`config.mk`:
```
export PLATFORM = sky130hd
export DESIGN_NAME = draw_pixel_writer
export DESIGN_NICKNAME = d
export VERILOG_FILES = /design/src/rtl/draw_pixel_writer.sv
export SDC_FILE = /design/constraint.sdc
export NUM_CORES = 1
export LEC_CHECK = 0
export CAP_MARGIN = 20
export CORE_MARGIN = 5
export CORE_UTILIZATION = 24
export DETAILED_ROUTE_END_ITERATION = 12
export GPL_TIMING_DRIVEN = 1
export PLACE_DENSITY = 0.46
export SLEW_MARGIN = 20
export SYNTH_ARGS = -nofsm -noshare
export SYNTH_HDL_FRONTEND = slang
export SYNTH_SLANG_ARGS = --single-unit
export TNS_END_PERCENT = 100
```
`constraint.sdc`:
```
create_clock -name clk -period 3 [get_ports clk]
set_clock_uncertainty 0.15 [all_clocks]
set_input_delay 0.6 -clock clk [delete_from_list [all_inputs] [get_ports clk]]
set_output_delay 0.6 -clock clk [all_outputs]
set_load 0.1 [all_outputs]
```
`src/rtl/draw_pixel_writer.sv`:
```
`default_nettype none
// ============================================================================
// Module   : draw_pixel_writer
// Brief    : Clips drawer pixels and issues stallable framebuffer colour writes.
// Revision : 1.0
// ============================================================================
module draw_pixel_writer #(
    parameter int CORDW     = 16,
    parameter int COLRW     = 4,
    parameter int FB_WIDTH  = 320,
    parameter int FB_HEIGHT = 240,
    parameter int ADDRW     = 17
) (
    input  logic                    clk,
    input  logic                    rst,
    input  logic signed [CORDW-1:0] x,
    input  logic signed [CORDW-1:0] y,
    input  logic                    drawing,
    input  logic [COLRW-1:0]        colr,
    output logic                    oe,
    output logic [ADDRW-1:0]        mem_addr,
    output logic [COLRW-1:0]        mem_data,
    output logic                    mem_we,
    input  logic                    mem_ready,
    output logic                    idle,
    input  logic                    cnt_clr,
    output logic [15:0]             write_cnt,
    output logic [15:0]             clip_cnt
);

    localparam logic signed [CORDW-1:0] c_FB_W   = CORDW'(FB_WIDTH);
    localparam logic signed [CORDW-1:0] c_FB_H   = CORDW'(FB_HEIGHT);
    localparam logic [ADDRW-1:0]        c_STRIDE = ADDRW'(FB_WIDTH);
    localparam logic [15:0]             c_SAT    = 16'hFFFF;

    logic                r_v1;
    logic                r_v2;
    logic [CORDW-1:0]    r_x1;
    logic [CORDW-1:0]    r_y1;
    logic [COLRW-1:0]    r_colr1;
    logic [ADDRW-1:0]    r_addr;
    logic [COLRW-1:0]    r_data;
    logic [15:0]         r_write_cnt;
    logic [15:0]         r_clip_cnt;

    logic                w_adv1;
    logic                w_adv2;
    logic                w_accept;
    logic                w_onscreen;
    logic                w_write_done;
    logic                w_clip;
    logic [ADDRW-1:0]    w_lin_addr;

    // Backpressure ripples from the memory port back to the drawer in one cycle.
    assign w_adv2       = !r_v2 | mem_ready;
    assign w_adv1       = !r_v1 | w_adv2;
    assign oe           = w_adv1 & !rst;
    assign w_accept     = drawing & oe;

    assign w_onscreen   = !x[CORDW-1] && !y[CORDW-1] && (x < c_FB_W) && (y < c_FB_H);
    assign w_clip       = w_accept & !w_onscreen;
    assign w_write_done = r_v2 & mem_ready;
    assign w_lin_addr   = ADDRW'(r_y1) * c_STRIDE + ADDRW'(r_x1);

    always_ff @(posedge clk or posedge rst) begin
        if (rst) begin
            r_v1    <= 1'b0;
            r_x1    <= '0;
            r_y1    <= '0;
            r_colr1 <= '0;
        end else if (w_adv1) begin
            r_v1 <= w_accept & w_onscreen;
            if (w_accept & w_onscreen) begin
                r_x1    <= x;
                r_y1    <= y;
                r_colr1 <= colr;
            end
        end
    end

    // Address and data only move when S2 advances, so they hold through a stall.
    always_ff @(posedge clk or posedge rst) begin
        if (rst) begin
            r_v2   <= 1'b0;
            r_addr <= '0;
            r_data <= '0;
        end else if (w_adv2) begin
            r_v2 <= r_v1;
            if (r_v1) begin
                r_addr <= w_lin_addr;
                r_data <= r_colr1;
            end
        end
    end

    always_ff @(posedge clk or posedge rst) begin
        if (rst) begin
            r_write_cnt <= '0;
            r_clip_cnt  <= '0;
        end else if (cnt_clr) begin
            r_write_cnt <= '0;
            r_clip_cnt  <= '0;
        end else begin
            if (w_write_done && r_write_cnt != c_SAT) begin
                r_write_cnt <= r_write_cnt + 16'd1;
            end
            if (w_clip && r_clip_cnt != c_SAT) begin
                r_clip_cnt <= r_clip_cnt + 16'd1;
            end
        end
    end

    assign mem_addr  = r_addr;
    assign mem_data  = r_data;
    assign mem_we    = r_v2;
    assign idle      = !r_v1 & !r_v2;
    assign write_cnt = r_write_cnt;
    assign clip_cnt  = r_clip_cnt;

endmodule
`default_nettype wire

```
==> results of run 1 <==
-- kinds of logic after synthesis --
family / synth area share
AO/OA/AOI/OAI: 0.0638
XOR/XNOR: 0.0849
adder cells (fa/ha/maj): 0.0880
buffers and inverters: 0.0200
flip-flops: 0.485
multiplexers: 0.0807
AND/OR/NAND/NOR: 0.177
-- cell usage in the layout, fill, tap and decap left out, types with 4 or more instances in the layout --
cell	Yosys	final
a21o_1	4	4
a21oi_1	11	6
a21oi_2	0	5
and3_1	6	6
and4_1	6	6
buf_4	1	75
clkbuf_16	0	9
clkdlybuf4s50_1	0	40
clkinv_2	0	4
dfrtp_1	86	85
ha_1	28	20
ha_4	0	7
inv_1	8	7
mux2_2	30	30
nand2_1	33	33
nand3_1	8	8
nand4_1	5	5
nor2_1	40	39
nor2b_1	12	12
nor3_1	12	12
nor4_1	4	4
o21ai_0	20	15
o21ai_1	0	4
xnor2_1	29	28
xor2_1	14	14
-- flip-flops by register name, indices dropped and copies added (netlist names) --
name	cells
mem_we	1
r_x1	16
r_y1	11
mem_data	4
clip_cnt	16
mem_addr	17
r_colr1	4
write_cnt	16
r_v1	1
-- power by group through the flow --
stage | registers (W) | clock network (W) | logic [W]
2_1_floorplan | 0.00120 | 0 | 0.0000363
3_3_place_gp | 0.00118 | 0 | 0.000131
3_5_place_dp | 0.00118 | 0 | 0.000132
4_1_cts | 0.00116 | 0.00120 | 0.000132
5_1_grt | 0.00116 | 0.00124 | 0.000141
6_report | 0.00116 | 0.00115 | 0.000128
-- final cells by class --
class	instances	area, sq um
Sequential cell	86	2150
Clock buffer	12	256
Clock inverter	4	45.0
Inverter	8	31.3
Tap cell	229	287
Timing Repair Buffer	118	1020
Fill cell	1815	12000
Multi-Input combinational cell	300	2340
-- layer usage --
metal  GRT usage  wire length, um  vias up
li1            -                -     1648
met1       0.134             5120     1611
met2       0.163             5040       80
met3      0.0324              630       15
met4      0.0399              168        4
met5           0               27        -
-- path summary, 6_finish.rpt --
kind,from,cells after the start,end,slack (ns)
setup / recovery,r_y1[5],10,mem_addr[15],0.08
max in group asynchronous,rst,3,r_y1[2],1.61
hold / removal,mem_addr[10],1,mem_addr[10],0.33
hold reg to reg,mem_addr[10],1,mem_addr[10],0.33
setup reg to reg,r_y1[5],10,mem_addr[15],0.08
min in group asynchronous,rst,2,clip_cnt[15],0.49
-- metrics by stage --
stage	total power, W	std cells	cell area [sq um]	setup slack (ns)
final	0.00244	757	6130	0.0760
after global routing	0.00255	757	6130	-0.0744
after CTS	0.00250	756	6080	0.00565
after detailed placement	0.00132	739	5690	-0.168
after global placement	0.00132	739	5690	-0.122
after floorplan	0.00123	406	4450	-0.0519
-- critical path, delay by kind of cell (launching register included) --
kind                       cells  cell delay [ns]
AOI/OAI and AO/OA              3             0.62
xor gates and xnor gates       2             0.30
adders and majority gates      3             0.99
DFF                            1             0.43
and+or+nand+nor                2             0.30
-- what timing repair did --
item,CTS,global route
endpoints found under the hold margin,0,0
resized for setup,12,10
setup endpoints to repair,3,3
pin swaps,7,16
buffers inserted,1,1
==> summary.txt, run 1 <==
Setup path
  • Crit path arrival time: 2.98 ns
  • CP Cell Sequence: ha_1 > ha_1 > and3_1 > a221o_1 > nor2_2 > xnor2_1 > ha_1 > a31oi_1 > xor2_1 > o21ai_1
  • Crit Path Class: register to register
  • Highest net fanout along the worst path: 5
  • Crit path top cell by count: ha_1
  • Worst Setup End Kind: register
  • Startpoint type of the worst setup path: register
  • Worst EP required: 3.06 ns
  • CP peak stage delay: 0.43 ns
  • CP max-delay cell: dfrtp_1

Pwr
  • Sw power: 0.000529 W
  • Max VDD drop: 0.257 mV
  • Combinational Power Share: 0.053
  • P_leak: 2.89 nW
  • Share of power burned in registers: 0.477
  • PwrDens: 398 nW/um^2
  • Int Pwr: 0.00191 W
  • Sw frac: 0.217
  • Clock share of power: 0.470

Synth
  • Ys async rst share: 1.00
  • Number of flops mapped to enable cells by yosys: 0
  • Most common library cells after synthesis: dfrtp_1, nor2_1, nand2_1
  • Main synth FF type: dfrtp_1
  • Ys Warns: 0
  • Post-Synthesis Cells: 406
  • Synth unique cells: 47
  • #FFs+latches synth: 86
  • Sequential share of the synthesized area: 0.485
  • Area contributors post-synth: dfrtp_1, ha_1, mux2_2, xnor2_1, nor2_1
  • Top cell type's share of synthesized area: 0.485
  • Most common cell in the netlist: dfrtp_1
  • Yosys top cell by area: dfrtp_1
  • Post-Synthesis Net Count: 477
  • Syn Area/Cell: 10.9 sq um
  • Cell Area, Synth: 4440 sq um

Layout
  • # nets final: 594
  • Diode count: 0
  • Layout cell share with drive strength beyond 1: 0.286
  • Area growth from synthesis to layout: 38.3%
  • Post-layout util: 0.339

Routing
  • Routed WL per cell: 14.5 um
  • Post-Route WL: 11000 um
  • Pre-Repair DR Iteration Count: 4
  • DRC: 0
  • DRT antenna net count: 0
  • First-iteration detailed-routing DRC count: 72
  • DR vias: 3358
  • Vias per cell: 4.44

Timing
  • Hold_ws: 0.327 ns
  • RSZ-0062 raised after global routing: true
  • Fin crit share: 0.975
  • Pins Over Slew Limit: 0
  • Final Hold Fails: 0
  • Setup_tns: 0 ns
  • # setup viols final: 0
  • Max transition margin: 0.621
  • Crit path time final: 2.92 ns
  • Worst slew pin tran: 0.566 ns
  • Fmax: 0.342 GHz

GRT
  • Largest net degree at the start of global routing: 51
  • Gr ovfl total: 0
  • GRT Util Overall: 0.104
  • Initial antenna violation count: 2
  • Vias in the first global route: 3494
  • First-pass GRT wire length: 18000 um

Placed design
  • Routability congestion estimate: 0.702
  • DP HPWL: 8080 um
  • PortBufs: 96

Clocking
  • Cts bufs inserted: 9
  • # H-tree levels: 3
  • Max Root-Sink Buffers: 2
  • TritonCTS clock tree: done
  • Worst-skew pair later-pin latency: 0.34 ns
  • CTS Root Cell: clkbuf_16
  • Clk slew on worst S/H paths: 0.06 ns
  • Hold bufs inserted after CTS: 0
  • CTS sink count: 86

Floorplanning
  • Chip Height: 146 um
  • I/O pin count: 97
  • CORE AREA: 18100 sq um
  • FP Rows: 49
  • Die width: 146 um
  • Initial core utilization: 0.245
  • DIE AREA: 21300 sq um

Run
  • Max Cap Violations: 0

Min path
  • Tightest Hold Check Type: register to register

Status
  • Status: complete, no violations
No activity file was read; power rests on OpenSTA's default activity.
==> run 2, diff against run 1 <==
--- a/config.mk
+++ b/config.mk
@@ -10,6 +10,7 @@
 export CORE_UTILIZATION = 24
 export DETAILED_ROUTE_END_ITERATION = 12
 export GPL_TIMING_DRIVEN = 1
+export MAX_ROUTING_LAYER = met4
 export PLACE_DENSITY = 0.46
 export SLEW_MARGIN = 20
 export SYNTH_ARGS = -nofsm -noshare
==> run 2 against run 1 <==
Net effect:
- register-to-register slack hardly changed
- non-clock buffer count did not move
- global-route usage up 0.32 points
- count of clock-buffer cells in the layout did not move
- sequential share of layout area hardly changed
- fmax barely moved
- critical path depth stayed put
- hold slack is essentially flat
- first-iteration DRC count did not move
- sequential cell count stayed put
- total power rose by 0.18%
==> summary.txt, run 2 (synthesized netlist as in run 1, its figures left out) <==
Routing
  • Routed WL per cell: 14.5 um (+0.24%)
  • Pre-Repair DR Iteration Count: 5 (+1)
  • Post-Route WL: 11000 um (+0.50%)
  • Vias per cell: 4.40 (-0.83%)
  • DR vias: 3339 (-0.57%)
  • First-iteration detailed-routing DRC count: 72 (unchanged)
  • DRT antenna net count: 0 (unchanged)
  • DRC: 0 (unchanged)

Setup path
  • Crit path arrival time: 2.98 ns (about the same)
  • Worst Setup End Kind: register
  • Highest net fanout along the worst path: 5 (unchanged)
  • Worst Reg-to-Reg Cells: 10 (unchanged)
  • Startpoint type of the worst setup path: register
  • CP Cell Sequence: ha_1 > ha_1 > and3_1 > a221o_1 > nor2_2 > xnor2_1 > ha_1 > a31oi_1 > xor2_1 > o21ai_1
  • R2R Setup Slk: 0.08 ns (about the same)
  • Worst EP required: 3.06 ns (about the same)
  • CP max-delay cell: dfrtp_1
  • Critical R2R Capture: mem_addr[15]
  • CP peak stage delay: 0.43 ns (about the same)
  • Crit Path Class: register to register
  • Reg-to-Reg Start: r_y1[5]
  • Crit path top cell by count: ha_1

Timing
  • Final Hold Fails: 0 (unchanged)
  • # setup viols final: 0 (unchanged)
  • Hold_ws: 0.328 ns (+0.000152 ns)
  • RSZ-0062 raised after global routing: true
  • Max transition margin: 0.620 (-0.00123)
  • Fmax: 0.342 GHz (about the same)
  • Setup_tns: 0 ns (unchanged)
  • Fin crit share: 0.975 (about the same)
  • Worst slew pin tran: 0.568 ns (+0.00184 ns)
  • Pins Over Slew Limit: 0 (unchanged)
  • Crit path time final: 2.92 ns (+0.000660 ns)
  • Setup WS post-layout: 0.0753 ns (-0.000660 ns)

Placed design
  • Dpl cells: 739 (unchanged)
  • PortBufs: 96 (unchanged)
  • DP HPWL: 8080 um (unchanged)
  • Routability congestion estimate: 0.714 (+1.6%)
  • Pre-CTS setup slack: -0.168 ns (unchanged)

Min path
  • WHS Endpoint: mem_addr[10]
  • Tightest Hold Check Type: register to register
  • Min-delay src: mem_addr[10]
  • Hold Path Cell Cnt: 1 (unchanged)

Clocking
  • # H-tree levels: 3 (unchanged)
  • TritonCTS clock tree: done
  • Clk slew on worst S/H paths: 0.06 ns (about the same)
  • Worst-skew pair later-pin latency: 0.34 ns (about the same)
  • Cts bufs inserted: 9 (unchanged)
  • Max Root-Sink Buffers: 2 (unchanged)
  • Hold bufs inserted after CTS: 0 (unchanged)
  • CTS Root Cell: clkbuf_16
  • CTS sink count: 86 (unchanged)

Run
  • Max Cap Violations: 0 (unchanged)

Layout
  • Most frequent cells in the layout: dfrtp_1, buf_4, clkdlybuf4s50_1
  • # nets final: 594 (unchanged)
  • Multi-input gate area: 2340 sq um (unchanged)
  • Layout cell share with drive strength beyond 1: 0.286 (unchanged)
  • Layout filler cell count: 1817 (+0.11%)
  • Area growth from synthesis to layout: 38.4% (about the same)
  • Post-layout util: 0.339 (about the same)
  • Max reg flops: 17 (unchanged)
  • Commonest non-fill, non-tap cell in the layout: dfrtp_1
  • Sequential Area: 2150 sq um (unchanged)
  • Post-Layout Cell Count: 759 (+0.26%)

GRT
  • Gr ovfl total: 0 (unchanged)
  • GRT Util Overall: 0.107 (+0.00323)
  • Largest net degree at the start of global routing: 51 (unchanged)
  • First-pass GRT wire length: 18000 um (-0.12%)
  • Initial antenna violation count: 2 (unchanged)
  • Vias in the first global route: 3484 (-0.29%)

Floorplanning
  • CORE AREA: 18100 sq um (unchanged)
  • I/O pin count: 97 (unchanged)
  • Die width: 146 um (unchanged)
  • DIE AREA: 21300 sq um (unchanged)
  • Chip Height: 146 um (unchanged)
  • FP Rows: 49 (unchanged)
  • Initial core utilization: 0.245 (unchanged)

Pwr
  • Max VDD drop: 0.257 mV (+0.11%)
  • PwrDens: 398 nW/um^2 (about the same)
  • P_leak: 2.89 nW (about the same)

Status
  • Status: complete, no violations
## run 2: worst max-delay path by stage
stage,start,endpoint,cells past startpoint
3_5_place_dp,r_y1[1],mem_addr[16],13
6_report,r_y1[5],mem_addr[15],10
5_1_grt,r_y1[5],mem_addr[15],10
2_1_floorplan,mem_we,r_colr1[0],6
3_3_place_gp,r_y1[1],mem_addr[16],13
4_1_cts,r_y1[1],mem_addr[15],13
## run 2: final cells by class
| cell class | instances | area share |
|---|---|---|
| diodes | 2 | 0.000815 |
| clock buffers | 12 | 0.0418 |
| clock inverters | 4 | 0.00734 |
| inverters | 8 | 0.00510 |
| multi-input cells | 300 | 0.381 |
| flip-flops and latches | 86 | 0.351 |
| well taps | 229 | 0.0467 |
| repair buffers | 118 | 0.167 |
## run 2: power by group
part	internal [W]	switching (W)
combinational	0.0000602	0.0000679
clock	0.000687	0.000463
sequential	0.00116	0.00000210
## run 2: repair_timing
item | 4_1_cts | 5_1_grt
gates resized for setup | 12 | 10
pin swaps | 7 | 16
setup endpoints to repair | 3 | 3
endpoints found under the hold margin | 0 | 0
setup buffers | 1 | 1
## run 2: routing by layer
metal,wire (um),vias up,track usage
li1,-,1649,-
met1,5260,1604,0.138
met2,5050,75,0.162
met3,564,11,0.0280
met4,164,0,0.0399
met5,0,-,-
## run 2: per-stage QoR
stage	area (sq um)	total power (W)
after floorplan	4450	0.00123
after global placement	5690	0.00132
after detailed placement	5690	0.00132
after CTS	6080	0.00250
after global routing	6140	0.00255
final	6140	0.00244
## run 2: critical path: cells and delay by family (launching register included)
| family | cells | cell delay (ns) |
|---|---|---|
| compound gates | 3 | 0.62 |
| simple gates | 2 | 0.30 |
| flops | 1 | 0.43 |
| xor+xnor | 2 | 0.30 |
| fa+ha+maj | 3 | 0.99 |
==> run 3, diff against run 2 <==
--- a/config.mk
+++ b/config.mk
@@ -8,11 +8,10 @@
 export CAP_MARGIN = 20
 export CORE_MARGIN = 5
 export CORE_UTILIZATION = 24
+export CTS_CLUSTER_DIAMETER = 50
 export DETAILED_ROUTE_END_ITERATION = 12
 export GPL_TIMING_DRIVEN = 1
-export MAX_ROUTING_LAYER = met4
 export PLACE_DENSITY = 0.46
-export SLEW_MARGIN = 20
 export SYNTH_ARGS = -nofsm -noshare
 export SYNTH_HDL_FRONTEND = slang
 export SYNTH_SLANG_ARGS = --single-unit
==> results of run 3 <==
Final layout, timing and power as in run 1 (identical DEF).
